## src/rtl/instr_queue.sv

```systemverilog
// instr_queue: FIFO instruction buffer between fetch and decode.
// Holds up to queueLength {pc, ir} pairs in a circular array. Decode sees the
// oldest entry show-ahead through a valid/ready handshake; flush drops every
// buffered (wrong-path) entry.
// Optional feature macro: IQ_BYPASS_EN. When it is defined, an instruction
// pushed into an empty queue is passed straight through to the pop side in
// the same cycle.
// Ports:
//   clk, rst                 clock, synchronous active-low reset
//   push_valid/ready/pc/ir   fetch-side handshake and payload
//   pop_valid/ready/pc/ir    decode-side handshake and head payload
//   flush                    branch/jump redirect, discards all entries
//   count, full, empty       occupancy status (registered)
module instr_queue #(
    parameter int unsigned addressSize = 32,
    parameter int unsigned dataSize    = 32,
    parameter int unsigned queueLength = 10
) (
    input  logic                             clk,
    input  logic                             rst,
    input  logic                             push_valid,
    output logic                             push_ready,
    input  logic [addressSize-1:0]           push_pc,
    input  logic [dataSize-1:0]              push_ir,
    output logic                             pop_valid,
    input  logic                             pop_ready,
    output logic [addressSize-1:0]           pop_pc,
    output logic [dataSize-1:0]              pop_ir,
    input  logic                             flush,
    output logic [$clog2(queueLength+1)-1:0] count,
    output logic                             full,
    output logic                             empty
);

    localparam int unsigned CW = $clog2(queueLength + 1);
    localparam int unsigned PW = $clog2(queueLength);

    typedef struct packed {
        logic [addressSize-1:0] pc;
        logic [dataSize-1:0]    ir;
    } entry_t;

    entry_t         mem [queueLength];
    logic [PW-1:0]  head;
    logic [PW-1:0]  tail;
    logic [CW-1:0]  count_nxt;
    logic           bypass;
    logic           do_push;
    logic           do_pop;

    // Pointer advance with explicit wrap at the last index.
    function automatic logic [PW-1:0] ptr_inc(input logic [PW-1:0] p);
        return (p == PW'(queueLength - 1)) ? '0 : p + PW'(1);
    endfunction

    // Handshake, pass-through and read-port selection.
    always_comb begin
        bypass     = 1'b0;
        push_ready = rst && !full && !flush;
`ifdef IQ_BYPASS_EN
        bypass     = rst && empty && push_valid && !flush;
`endif
        pop_valid  = rst && !flush && (!empty || bypass);
        pop_pc     = mem[head].pc;
        pop_ir     = mem[head].ir;
`ifdef IQ_BYPASS_EN
        if (bypass) begin
            pop_pc = push_pc;
            pop_ir = push_ir;
        end
`endif
        // A pass-through that decode consumes at once never touches the array.
        do_push    = push_valid && push_ready && !(bypass && pop_ready);
        do_pop     = pop_valid && pop_ready && !empty;
        count_nxt  = count + CW'(do_push) - CW'(do_pop);
    end

    // Pointers and occupancy; flush outranks push and pop.
    always_ff @(posedge clk) begin
        if (!rst || flush) begin
            head  <= '0;
            tail  <= '0;
            count <= '0;
            full  <= 1'b0;
            empty <= 1'b1;
        end else begin
            if (do_push) tail <= ptr_inc(tail);
            if (do_pop)  head <= ptr_inc(head);
            count <= count_nxt;
            full  <= (count_nxt == CW'(queueLength));
            empty <= (count_nxt == '0);
        end
    end

    // Storage array is not reset; contents are qualified by count.
    always_ff @(posedge clk) begin
        if (do_push) mem[tail] <= '{pc: push_pc, ir: push_ir};
    end

endmodule

```

## config.mk

```make
export PLATFORM = sky130hd
export DESIGN_NAME = instr_queue
export DESIGN_NICKNAME = d
export VERILOG_FILES = /design/src/rtl/instr_queue.sv
export SDC_FILE = /design/constraint.sdc
export NUM_CORES = 1
export LEC_CHECK = 0
export ABC_AREA = 1
export CORE_MARGIN = 2
export CORE_UTILIZATION = 60
export DETAILED_ROUTE_END_ITERATION = 6
export DONT_BUFFER_PORTS = 1
export PLACE_DENSITY = 0.84
export SLEW_MARGIN = 20
export SYNTH_ARGS = -nofsm -noshare
export SYNTH_HDL_FRONTEND = slang
export SYNTH_SLANG_ARGS = --single-unit
```

## constraint.sdc

```tcl
create_clock -name clk -period 12.1 [get_ports clk]
set_input_delay 2.42 -clock clk [delete_from_list [all_inputs] [get_ports clk]]
set_output_delay 2.42 -clock clk [all_outputs]
set_load 0.05 [all_outputs]
```

# Word-level counts from Yosys, hierarchy flattened
# Memory sizes are Yosys's and may differ from the RTL's. A register that Yosys moved wholly into a read port is not among the register bits.
# Index checks and enable logic that the tools add are counted.
[totals] reg_bits=14 mem_bits_rw=640 inputBits=69 output_inout_bits=72 n_memories=1
[classes] add_sub_neg=4 n_eq_ne=3 mux=6 n_reduce_logical=13
[memory_table] memory="mem" depth=10 word_bits=64 rd=1 rd_clocked_by_memory_dff=1 wr=1 line="43" text="entry_t mem [queueLength];"
[op_table] operator="4-bit 2-to-1 mux" n=4
[op_table] operator="4-bit == test (second input constant)" n=3
[op_table] operator="4-bit by 1-bit adder with 4-bit output (second input constant)" n=2
[op_table] operator="1-bit logical AND" n=7
[op_table] operator="4-bit by 1-bit adder with 4-bit output" n=1
[op_table] operator="1-bit logical NOT" n=4
[op_table] operator="4-bit logical NOT" n=1
[op_table] operator="4-bit by 1-bit subtractor with 4-bit output" n=1
[op_table] operator="1-bit 2-to-1 mux" n=2
[op_table] operator="1-bit logical OR" n=1

# Longest topological paths before layout
# Gate-level depths: netlist of run 1.
[logic_depth] depth_word=7 depth_mapped=14 mapped_depth_nobuf=13

# Least setup slack after synthesis of run 1
# No wires, ideal clock.
[synth_timing] path_type="in2reg" from="input port flush" to="memory mem[0][0] (netlist bit) (enable)" setup_time_ps=647 t_arrival_ps=9884 t_required_ps=11453 setup_slack_ps=1569 path_stages=6 path_cell_list="inv_1 -> nand2_1 -> buf_2 -> nor2_1 -> nand2_1 -> nor4_1"
[synth_via] elab_chain_len=5
[synth_rtl] item="start, declared" line="29" text="input logic flush,"
[synth_rtl] item="1-bit logical NOT" line="59" text="push_ready = rst && !full && !flush;"
[synth_rtl] item="1-bit logical AND" line="59"
[synth_rtl] item="via push_ready" line="22" text="output logic push_ready,"
[synth_rtl] item="1-bit logical AND" line="73" text="do_push = push_valid && push_ready && !(bypass && pop_ready);"
[synth_rtl] item="1-bit 2-to-1 mux" line="97" text="if (do_push) mem[tail] <= '{pc: push_pc, ir: push_ir};"
[synth_rtl] item="1-bit 2-to-1 mux (not written as such)" line="97"
[synth_rtl] item="end, declared" line="43"
# The timed path passes the listed nets, and every way through them passes these cells.

==> metrics.md, run 1 <==
| Metric | Value |
|---|---|
| Main area contributors after synthesis | edfxtp_1, nand2_1, nand3_1 |
| Total chip power | 4649 µW |
| Total congestion overflow after global routing | 0 |
| Initial antenna violation count | 0 |
| Summed negative setup slack over all endpoints | 0 ps |
| Clock tree from TritonCTS | done |
| Count of clock tree sinks | 658 |
| Critical path fanouts, max | 96 |
| Post-synthesis cell type with the largest combined area | edfxtp_1 |
| Initial standard-cell utilization of the core | 0.6084 |
| Routed wire length | 61120 µm |
| Commonest cells after routing, fill and taps aside | nand2_1, edfxtp_1, inv_1, nand3_1, nor2_1 |
| Final max-slew violation count | 0 |
| Setup repair after global routing missed its margin | no |
| Via count of the routed design | 17970 |
| Pre-CTS worst setup slack | 6244 ps |
| Worst hold path startpoint | tail[3]$_SDFFE_PP0P_ |
| Number of H-tree branching levels | 3 |
| Highest achievable clock rate | 154.1 MHz |
| Fin worst setup slack | 5609 ps |
| R2r startpoint | full$_SDFF_PP0_ |
| Buffers added on ports | 0 |
| Mean instance size in the synthesized netlist | 10.78 µm² |
| Initial drt markers | 2178 |
| Vias in the first global route | 17810 |
| Clock buffers created by TritonCTS | 67 |
| Cells traversed along the worst timing path | buf_4 > buf_4 > nand2_1 > nand2_1 > nand2_1 > nand3_1 > nand3_1 > nand2_1 |
| HPWL after DPL | 31120 µm |
| Quantity of hold-fixing buffers added after cts | 0 |
| Portion of the clock cycle consumed by the worst path in the final layout | 0.5364 |
| Power per cell area | 154.0 nW/µm² |
| Leakage power | 0.01236 µW |
| Count of inserted antenna diode cells | 0 |
| Number of buffer and inverter stages on the critical path | 2 |
| Minimum period implied by the final worst setup slack | 6491 ps |
| Max Cap Viol | 0 |
| Capturing point of the worst reg2reg path | mem[4][36]$_DFFE_PP_ |
| Family with the most delay on the worst path | buffers and inverters |
| Violated checks | design-rule violations |
| Area enclosed by the die boundary | 47750 µm² |
| Type of the worst setup path | reg2out |
| Fraction of final layout cells sized beyond drive strength 1 | 0.05353 |
| Placed Cells | 3059 |
| DRC violations left | 6 |
| Area of the core | 45380 µm² |
| Crit path largest cell delay | 920 ps |
| Most frequent cell on the critical path | nand2_1 |
| Unique cell type count in the Yosys netlist | 22 |
| Gr usage total | 0.2593 |
| Cell count of the worst hold path | 2 |
| Worst Setup End Kind | output port |
| Clock buffer depth | 3 |
| Syn_nets | 2635 |
| Sequential fraction of the synthesis area | 0.7091 |
| Slew at the pin closest to its max-slew limit | 1096 ps |
| Core Rows | 78 |
| CP Data Required Time | 9680 ps |
| Drt pass-1 iters | 7 |
| Routed wire per std cell | 19.23 µm |
| Post-route clock skew | 15.28 ps |
| Maximum number of pins on one net before global-route repair | 214 |
| Ys Warns | 0 |
| Ratio of routed vias to standard cells | 5.653 |
| Post-Syn Instances | 2561 |
| Die Span Y | 218.5 µm |
| Most frequent standard cell in the layout excluding fill and tap cells | nand2_1 |
| Share of the core filled with cells in the final layout | 0.6651 |
| Die W | 218.5 µm |
| Worst ir drop on vdd | 0.09996 mV |
| Post-cts sizing count | 0 |
| Count of placed standard cells in the final layout, fillers left out | 3178 |
| Fraction of synthesized cell area taken by the top area cell type | 0.6960 |
| Number of nets in the final layout | 2603 |
| Mapped cell area | 27610 µm² |
| Num ports | 141 |
| Worst min-delay path category | reg2reg |
| Final setup fails | 0 |
| Global-route wire length before repair | 94470 µm |
| Number of register bits inferred by synthesis | 658 |
| Worst rel slew slack | 0.2693 |
| Type of element launching the critical path | flop |
| GP Congestion | 0.7551 |
| Run status | finished, violations left |
| Post-route antenna net violation count | 0 |
| Min-Delay Endpoint | tail[3]$_SDFFE_PP0P_ |
| Buffers inserted by post-CTS timing repair | 0 |
| Hold violation count in the final report | 0 |
| Cell count of the worst reg-to-reg path | 5 |
| Reg2reg setup slack | 8460 ps |
| Root cell of the clock tree | clkbuf_16 |
| Worst EP arrival | 4070 ps |
| Slowest-stage cell, CP | buf_4 |
| Insertion delay to the later sink of the worst-skew pair | 600 ps |
| Layout overhead on the synthesized area | 9.307% |
| Clock Pin Slew Worst Setup and Hold Paths | 60 ps |
## kinds of logic after synthesis
family / after synthesis / synth area share
AND/OR/NAND/NOR: 1285 / 0.1929
flip-flops: 658 / 0.7091
buffers and inverters: 539 / 0.08188
AO/OA/AOI/OAI: 73 / 0.01328
adder cells (fa/ha/maj): 5 / 0.002538
XOR/XNOR: 1 / 0.0003173
## final cells by class
type                    instances  area (µm²)
clock buffers                  89        1896
well taps                     600       750.7
repair buffers                 26       215.2
clock inverters                29       325.3
flip-flops and latches        658       19590
multi-input cells            1364        5838
inverters                     412        1569
fillers                      2981       15200
## tightest hold or removal path: stages, from the launching register on
cell and delay [ps]:
dfxtp_1 340, nor2_1 110, nor2_1 50
## state kept, by name, summed over array words and instances (netlist names), named ones only
| signal | flops |
|---|---|
| tail | 4 |
| count | 4 |
| head | 4 |
| empty | 1 |
| mem | 640 |
| full | 1 |
## power breakdown
group | switching [µW] | internal (µW) | total [µW]
logic | 49.5 | 10.1 | 59.6
registers | 3.72 | 2510 | 2510
clock network | 828 | 1250 | 2080
total | 881 | 3770 | 4650
## worst max-delay path by stage
stage / from / to / slack [ps] / cells after the start
floorplan: flush / mem[0][0]$_DFFE_PP_ / 1570 / 6
global placement: flush / push_ready / 6290 / 3
detailed placement: flush / push_ready / 6240 / 3
CTS: flop / pop_ir[15] / 5610 / 8
global route: flop / pop_pc[30] / 5410 / 8
finish: flop / pop_pc[19] / 5610 / 8
## metal layers
metal | track usage | up-vias | part of all wire
met5 | 0 | - | 0
met4 | 0.1079 | 0 | 0.028
met3 | 0.06124 | 142 | 0.10
met2 | 0.4371 | 957 | 0.50
met1 | 0.3230 | 8596 | 0.37
li1 | - | 8271 | -
## synthesized netlist by cell type (all sizes together)
| cell | number |
|---|---|
| nand3 | 392 |
| buf | 91 |
| a31oi | 1 |
| dfxtp | 18 |
| o21ai | 68 |
| edfxtp | 640 |
| nor2 | 149 |
| nor4 | 3 |
| inv | 412 |
| a21oi | 4 |
| nand2 | 737 |
| nor3 | 4 |
| fa | 1 |
| clkbuf | 36 |
| ha | 4 |
| xor2 | 1 |
## metrics by stage
step	cell area [µm²]	hold slack (ps)
final	30180	537.1
after global routing	30180	549.1
after CTS	30150	527.4
after detailed placement	27930	521.5
after global placement	27930	500.1
after floorplan	27610	473.0
Power figures use the tool's default switching activity.
==> run 2: changes to the inputs <==
- CORE_UTILIZATION: 60 -> 57
- PLACE_DENSITY: 0.84 -> 0.83
- clock period: 12.1 -> 5.5 ns (I/O delays scaled with it)
==> run 2 against run 1 <==
The flow now finishes without violations. Utilization is 3.3 points lower. Via count hardly changed. Wire length is 1.3% higher. Clock-buffer cell count is 3 lower. Worst setup slack worse by 4700 ps. Sequential share of layout area hardly changed. Cell count is 0.63% higher. Die area is 5.2% higher. Register-to-register slack worse by 6200 ps. Largest cell class unchanged. First-iteration DRC count is 6.8% lower. Critical path depth stayed put. Non-clock buffer count is 6 higher.
==> metrics.md, run 2 (synthesis gave the netlist of run 1 again) <==
| Metric | Value |
|---|---|
| Run status | completed |
| Maximum number of pins on one net before global-route repair | 172 (-20%) |
| Area of the core | 47750 µm² (+5.2%) |
| Portion of the clock cycle consumed by the worst path in the final layout | 0.8315 |
| Fin worst setup slack | 926.5 ps (-4683 ps) |
| Summed negative setup slack over all endpoints | 0 ps (unchanged) |
| Worst EP arrival | 3470 ps (-600 ps) |
| Count of clock tree sinks | 658 (unchanged) |
| Leakage power | 0.01233 µW (-0.18%) |
| Final setup fails | 0 (unchanged) |
| Clock buffers created by TritonCTS | 66 (-1.5%) |
| Gr usage total | 0.2502 (-0.009078) |
| Clock tree from TritonCTS | done |
| Cells traversed along the worst timing path | buf_4 > buf_12 > nand2_1 > nand2_1 > nand2_1 > nand3_1 > nand3_1 > nand2_1 |
| Setup repair after global routing missed its margin | no |
| Worst ir drop on vdd | 0.3246 mV (+220%) |
| Initial standard-cell utilization of the core | 0.5783 (-0.03013) |
| Root cell of the clock tree | clkbuf_16 |
| Die W | 224.1 µm (+2.6%) |
| Type of element launching the critical path | flop |
| Critical path fanouts, max | 171 (+78%) |
| Layout overhead on the synthesized area | 9.294% (about the same) |
| Area enclosed by the die boundary | 50220 µm² (+5.2%) |
| Insertion delay to the later sink of the worst-skew pair | 600 ps (about the same) |
| Fraction of final layout cells sized beyond drive strength 1 | 0.05343 (-0.0001036) |
| Power per cell area | 330.1 nW/µm² (+110%) |
| Ratio of routed vias to standard cells | 5.622 (-0.55%) |
| Quantity of hold-fixing buffers added after cts | 0 (unchanged) |
| Combinational cell fraction of total power | 0.013 (about the same) |
| Pre-CTS worst setup slack | 1476 ps (-4769 ps) |
| Die Span Y | 224.1 µm (+2.6%) |
| Core Rows | 80 (+2.6%) |
| Routed wire per std cell | 19.36 µm (+0.68%) |
| Number of buffer and inverter stages on the critical path | 2 (unchanged) |
| Number of flip-flops under the largest register name | 640 (unchanged) |
| Hold violation count in the final report | 0 (unchanged) |
| Worst-case hold slack | 522.4 ps (-14.72 ps) |
| Worst rel slew slack | 0.2210 (-0.04832) |
| Post-route antenna net violation count | 0 (unchanged) |
| Highest achievable clock rate | 218.7 MHz |
| Most frequent cell on the critical path | nand2_1 |
| Initial drt markers | 2029 (-6.8%) |
| Power Internal | 8026 µW (+110%) |
| Post-cts sizing count | 0 (unchanged) |
| Post-route clock skew | 8.725 ps (-6.557 ps) |
| Family with the most delay on the worst path | buffers and inverters |
| Num ports | 141 (unchanged) |
| Slew at the pin closest to its max-slew limit | 1167 ps (+70.77 ps) |
| Clock Pin Slew Worst Setup and Hold Paths | 60 ps (about the same) |
| GP Congestion | 0.7771 (+2.9%) |
| Most frequent standard cell in the layout excluding fill and tap cells | nand2_1 |
| Worst Setup End Kind | output port |
| Initial antenna violation count | 0 (unchanged) |
| CP Data Required Time | 4400 ps (-5280 ps) |
| HPWL after DPL | 31910 µm (+2.6%) |
| Crit path largest cell delay | 610 ps (-310 ps) |
| Commonest cells after routing, fill and taps aside | nand2_1, edfxtp_1, inv_1, nand3_1, nor2_1 |
| Minimum period implied by the final worst setup slack | 4573 ps |
| Most flop-heavy register | mem |
| Number of H-tree branching levels | 3 (unchanged) |
| Finished Cell Area | 30180 µm² (about the same) |
| Count of inserted antenna diode cells | 0 (unchanged) |
| Global-route wire length before repair | 96660 µm (+2.3%) |
| Total congestion overflow after global routing | 0 (unchanged) |
| Slowest-stage cell, CP | buf_12 |
| Net switching power | 1937 µW (+120%) |
| Clock buffer depth | 3 (unchanged) |
| Clk network pwr share | 0.432 (-0.015) |
| Drt pass-1 iters | 6 (-1) |
| Worst min-delay path category | reg2reg |
| Max Cap Viol | 0 (unchanged) |
| Share of the core filled with cells in the final layout | 0.6320 (-0.03302) |
| Switching Fraction | 0.1944 (+0.004919) |
| DRC violations left | 0 (-6) |
| Final max-slew violation count | 0 (unchanged) |
| Via count of the routed design | 17980 (+0.078%) |
| Routed wire length | 61920 µm (+1.3%) |
| Buffers added on ports | 0 (unchanged) |
| Vias in the first global route | 18260 (+2.5%) |
| Buffers inserted by post-CTS timing repair | 0 (unchanged) |
| Post-Place Cell Area | 28120 µm² (+0.71%) |
| Share of power burned in registers | 0.554 (+0.014) |
| Number of nets in the final layout | 2608 (+0.19%) |
| Type of the worst setup path | reg2out |
run 2: changes by cell type in the layout (fill, tap and decap cells not counted), moves of 2 or more:
cell	change
clkinv_2	+5
clkbuf_8	-3
clkinv_1	+4
buf_12	+8
clkinvlp_4	-2
nor4_4	+3
nor4_2	-3
bufinv_16	-4
run 2: cell type report:
type / instances / area (µm²)
flip-flops and latches: 658 / 19590
repair buffers: 32 / 340.3
multi-input cells: 1364 / 5864
inverters: 412 / 1562
clock buffers: 86 / 1833
well taps: 615 / 769.5
clock inverters: 31 / 221.5
fillers: 3323 / 17570
run 2: path summary, 6_finish.rpt:
| check | slack, ps | from | to | cells after the start |
|---|---|---|---|---|
| max | 930 | flop | pop_ir[3] | 8 |
| min reg2reg | 520 | tail[3]$_SDFFE_PP0P_ | tail[3]$_SDFFE_PP0P_ | 2 |
| min | 520 | tail[3]$_SDFFE_PP0P_ | tail[3]$_SDFFE_PP0P_ | 2 |
| max reg2reg | 2220 | full$_SDFF_PP0_ | mem[3][36]$_DFFE_PP_ | 4 |
run 2: power groups by stage:
stage / combinational [µW] / sequential, µW / clock (µW)
2_1_floorplan: 109 / 5630 / 0
3_3_place_gp: 129 / 5630 / 0
3_5_place_dp: 132 / 5630 / 0
4_1_cts: 133 / 5520 / 4350
5_1_grt: 144 / 5520 / 4530
6_report: 133 / 5520 / 4310
run 2: layer usage:
metal	share of wire	global-route usage	vias up
li1	-	-	8300
met1	0.38	0.3173	8611
met2	0.50	0.4228	923
met3	0.095	0.05220	146
met4	0.027	0.1019	0
met5	0	0	-
run 2: metrics by stage:
stage	instances	power [µW]
after CTS	3198	10010
after global placement	3081	5758
after global routing	3198	10200
final	3198	9963
after detailed placement	3081	5762
after floorplan	2561	5740
run 2: worst reg2reg max path, cell delays in order (launching register included):
cell and delay (ps):
dfxtp_1 490, nor3_1 730, nand2_1 360, nor2_4 750, buf_4 570
==> run 3: changes to the inputs <==
- CORE_UTILIZATION: 57 -> 60
- PLACE_DENSITY: 0.83 -> 0.84
- clock period: 5.5 -> 4.28 ns (I/O delays scaled with it)
==> run 3 against run 2 <==
Via count decreased by 1.1%. Non-clock buffer count increased by 4. Critical path type unchanged. Utilization increased by 3.7 points.
==> metrics.md, run 3 (synthesis gave the netlist of run 1 again) <==
| Metric | Value |
|---|---|
| Clock tree from TritonCTS | done |
| Initial antenna violation count | 0 (unchanged) |
| Total congestion overflow after global routing | 0 (unchanged) |
| Root cell of the clock tree | clkbuf_16 |
| Share of power burned in registers | 0.552 (-0.002) |
| Worst min-delay path category | in2reg |
| Global routing usage on met3 | 0.04997 (-0.002238) |
| Worst Setup End Kind | output port |
| Minimum period implied by the final worst setup slack | 3719 ps |
| Maximum number of pins on one net before global-route repair | 148 (-14%) |
| Area enclosed by the die boundary | 47750 µm² (-4.9%) |
| Initial drt markers | 1891 (-6.8%) |
| Leakage power | 0.01239 µW (+0.48%) |
| Buffers added on ports | 0 (unchanged) |
| Most frequent standard cell in the layout excluding fill and tap cells | nand2_1 |
| Min-Delay Endpoint | mem[9][52]$_DFFE_PP_ |
| Portion of the clock cycle consumed by the worst path in the final layout | 0.8688 |
| Post-route antenna net violation count | 0 (unchanged) |
| Num ports | 141 (unchanged) |
| Type of element launching the critical path | flop |
| Switching Fraction | 0.1915 (-0.002888) |
| Critical path fanouts, max | 96 (-44%) |
| Slew at the pin closest to its max-slew limit | 1128 ps (-39.19 ps) |
| Number of flip-flops under the largest register name | 640 (unchanged) |
| Layout overhead on the synthesized area | 9.897% |
| Fraction of final layout cells sized beyond drive strength 1 | 0.05655 (+0.003119) |
| Worst EP arrival | 2860 ps (-610 ps) |
| Final setup fails | 0 (unchanged) |
| Routed wire length | 60030 µm (-3.0%) |
| Global routing usage on met2 | 0.4312 (+0.008463) |
| Combinational cell fraction of total power | 0.014 (about the same) |
| Type of the worst setup path | reg2out |
| Final max-slew violation count | 0 (unchanged) |
| Busiest grt layer | met2 |
| Capturing point of the worst reg2reg path | empty$_SDFF_PP1_ |
| Die W | 218.5 µm (-2.5%) |
| Clock buffer depth | 3 (unchanged) |
| Commonest cells after routing, fill and taps aside | nand2_1, edfxtp_1, inv_1, nand3_1, nor2_1 |
| Worst-case hold slack | 355.9 ps (-166.5 ps) |
| Highest achievable clock rate | 268.9 MHz |
| Initial standard-cell utilization of the core | 0.6084 (+0.03013) |
| Net switching power | 2463 µW (+27%) |
| Die Span Y | 218.5 µm (-2.5%) |
| Worst rel slew slack | 0.2426 (+0.02162) |
| Clk network pwr share | 0.434 (+0.002) |
| Setup repair after global routing missed its margin | no |
| Count of inserted antenna diode cells | 0 (unchanged) |
| Core Rows | 78 (-2.5%) |
| Vias in the first global route | 17990 (-1.5%) |
| Global-route wire length before repair | 93270 µm (-3.5%) |
| Count of clock tree sinks | 658 (unchanged) |
| Area of the core | 45380 µm² (-5.0%) |
| Quantity of hold-fixing buffers added after cts | 0 (unchanged) |
| Clock buffers created by TritonCTS | 67 (+1.5%) |
| DRC violations left | 0 (unchanged) |
| Via count of the routed design | 17790 (-1.1%) |
| Reg2reg setup slack | 1550 ps (-670 ps) |
| R2r startpoint | empty$_SDFF_PP1_ |
| Clock Pin Slew Worst Setup and Hold Paths | 60 ps (about the same) |
| Post-cts sizing count | 0 (unchanged) |
| Ratio of routed vias to standard cells | 5.590 (-0.58%) |
| Routed wire per std cell | 18.87 µm (-2.6%) |
| Worst ir drop on vdd | 0.3288 mV (+1.3%) |
| Number of nets in the final layout | 2613 (+0.19%) |
| Cell count of the worst hold path | 0 (-2) |
| Hold violation count in the final report | 0 (unchanged) |
| HPWL after DPL | 31970 µm (+0.17%) |
| Run status | completed |
| Post-route clock skew | 19.63 ps (+10.90 ps) |
| Number of H-tree branching levels | 3 (unchanged) |
| CP Data Required Time | 3420 ps (-980 ps) |
| Cell count of the worst reg-to-reg path | 9 (+5) |
| Most flop-heavy register | mem |
| Worst hold path startpoint | push_pc[20] |
| Power Internal | 10400 µW (+30%) |
| Gr usage total | 0.2547 (+0.004500) |
| Global routing met1 resource utilization | 0.3202 (+0.002905) |
| Drt pass-1 iters | 6 (unchanged) |
| GP Congestion | 0.8235 (+6.0%) |
| Power per cell area | 423.8 nW/µm² (+28%) |
| Insertion delay to the later sink of the worst-skew pair | 590 ps (about the same) |
| Summed negative setup slack over all endpoints | 0 ps (unchanged) |
| Buffers inserted by post-CTS timing repair | 0 (unchanged) |
| Max Cap Viol | 0 (unchanged) |
==> run 3: how the worst max path moves through the flow <==
| stage | slack (ps) | start | endpoint | depth (start not counted) |
|---|---|---|---|---|
| floorplan | -460 | flush | mem[3][0]$_DFFE_PP_ | 6 |
| global placement | 1080 | flush | empty$_SDFF_PP1_ | 11 |
| detailed placement | 980 | flush | empty$_SDFF_PP1_ | 11 |
| CTS | 590 | flop | pop_pc[2] | 7 |
| global route | 420 | flop | pop_pc[3] | 7 |
| finish | 560 | flop | pop_ir[20] | 7 |
==> run 3: layout make-up <==
type / count / area (µm²)
sequential: 658 / 19590
fill: 3026 / 15040
multi-input combinational: 1364 / 5882
clock buffer: 81 / 1793
inverter: 412 / 1559
tap: 600 / 750.7
timing repair buffer: 36 / 483.0
clock inverter: 31 / 289.0
==> run 3: power by group through the flow <==
stage / Combinational [µW] / Clock, µW / Sequential, µW
after floorplan: 141 / 0 / 7230
after global placement: 173 / 0 / 7230
after detailed placement: 177 / 0 / 7230
after CTS: 177 / 5670 / 7100
after global routing: 189 / 5920 / 7100
final: 176 / 5590 / 7100
==> run 3: metal layers <==
| layer | wire (µm) | part of all wire |
|---|---|---|
| met1 | 22610 | 0.38 |
| met5 | 0 | 0 |
| met4 | 1738 | 0.029 |
| met3 | 5486 | 0.091 |
| met2 | 30190 | 0.50 |
==> run 3: worst max-delay path, cell delays in order, from the launching register on <==
cell     delay (ps)
dfxtp_4         440
buf_4           770
nand2_1         120
nand2_1         110
nand2_1          50
nand3_1          90
nand3_1         160
nand2_1         400
==> run 3: stage by stage <==
stage / total power (µW) / util / cells / setup slack (ps) / area (µm²)
after floorplan: 7376 / - / 2561 / -461.4 / 27680
after global placement: 7405 / 0.6228 / 3070 / 1078 / 28260
after detailed placement: 7411 / 0.6228 / 3070 / 984.7 / 28260
after CTS: 12940 / 0.6687 / 3182 / 592.4 / 30340
after global routing: 13210 / 0.6687 / 3182 / 416.5 / 30340
final: 12860 / 0.6687 / 3182 / 561.4 / 30340
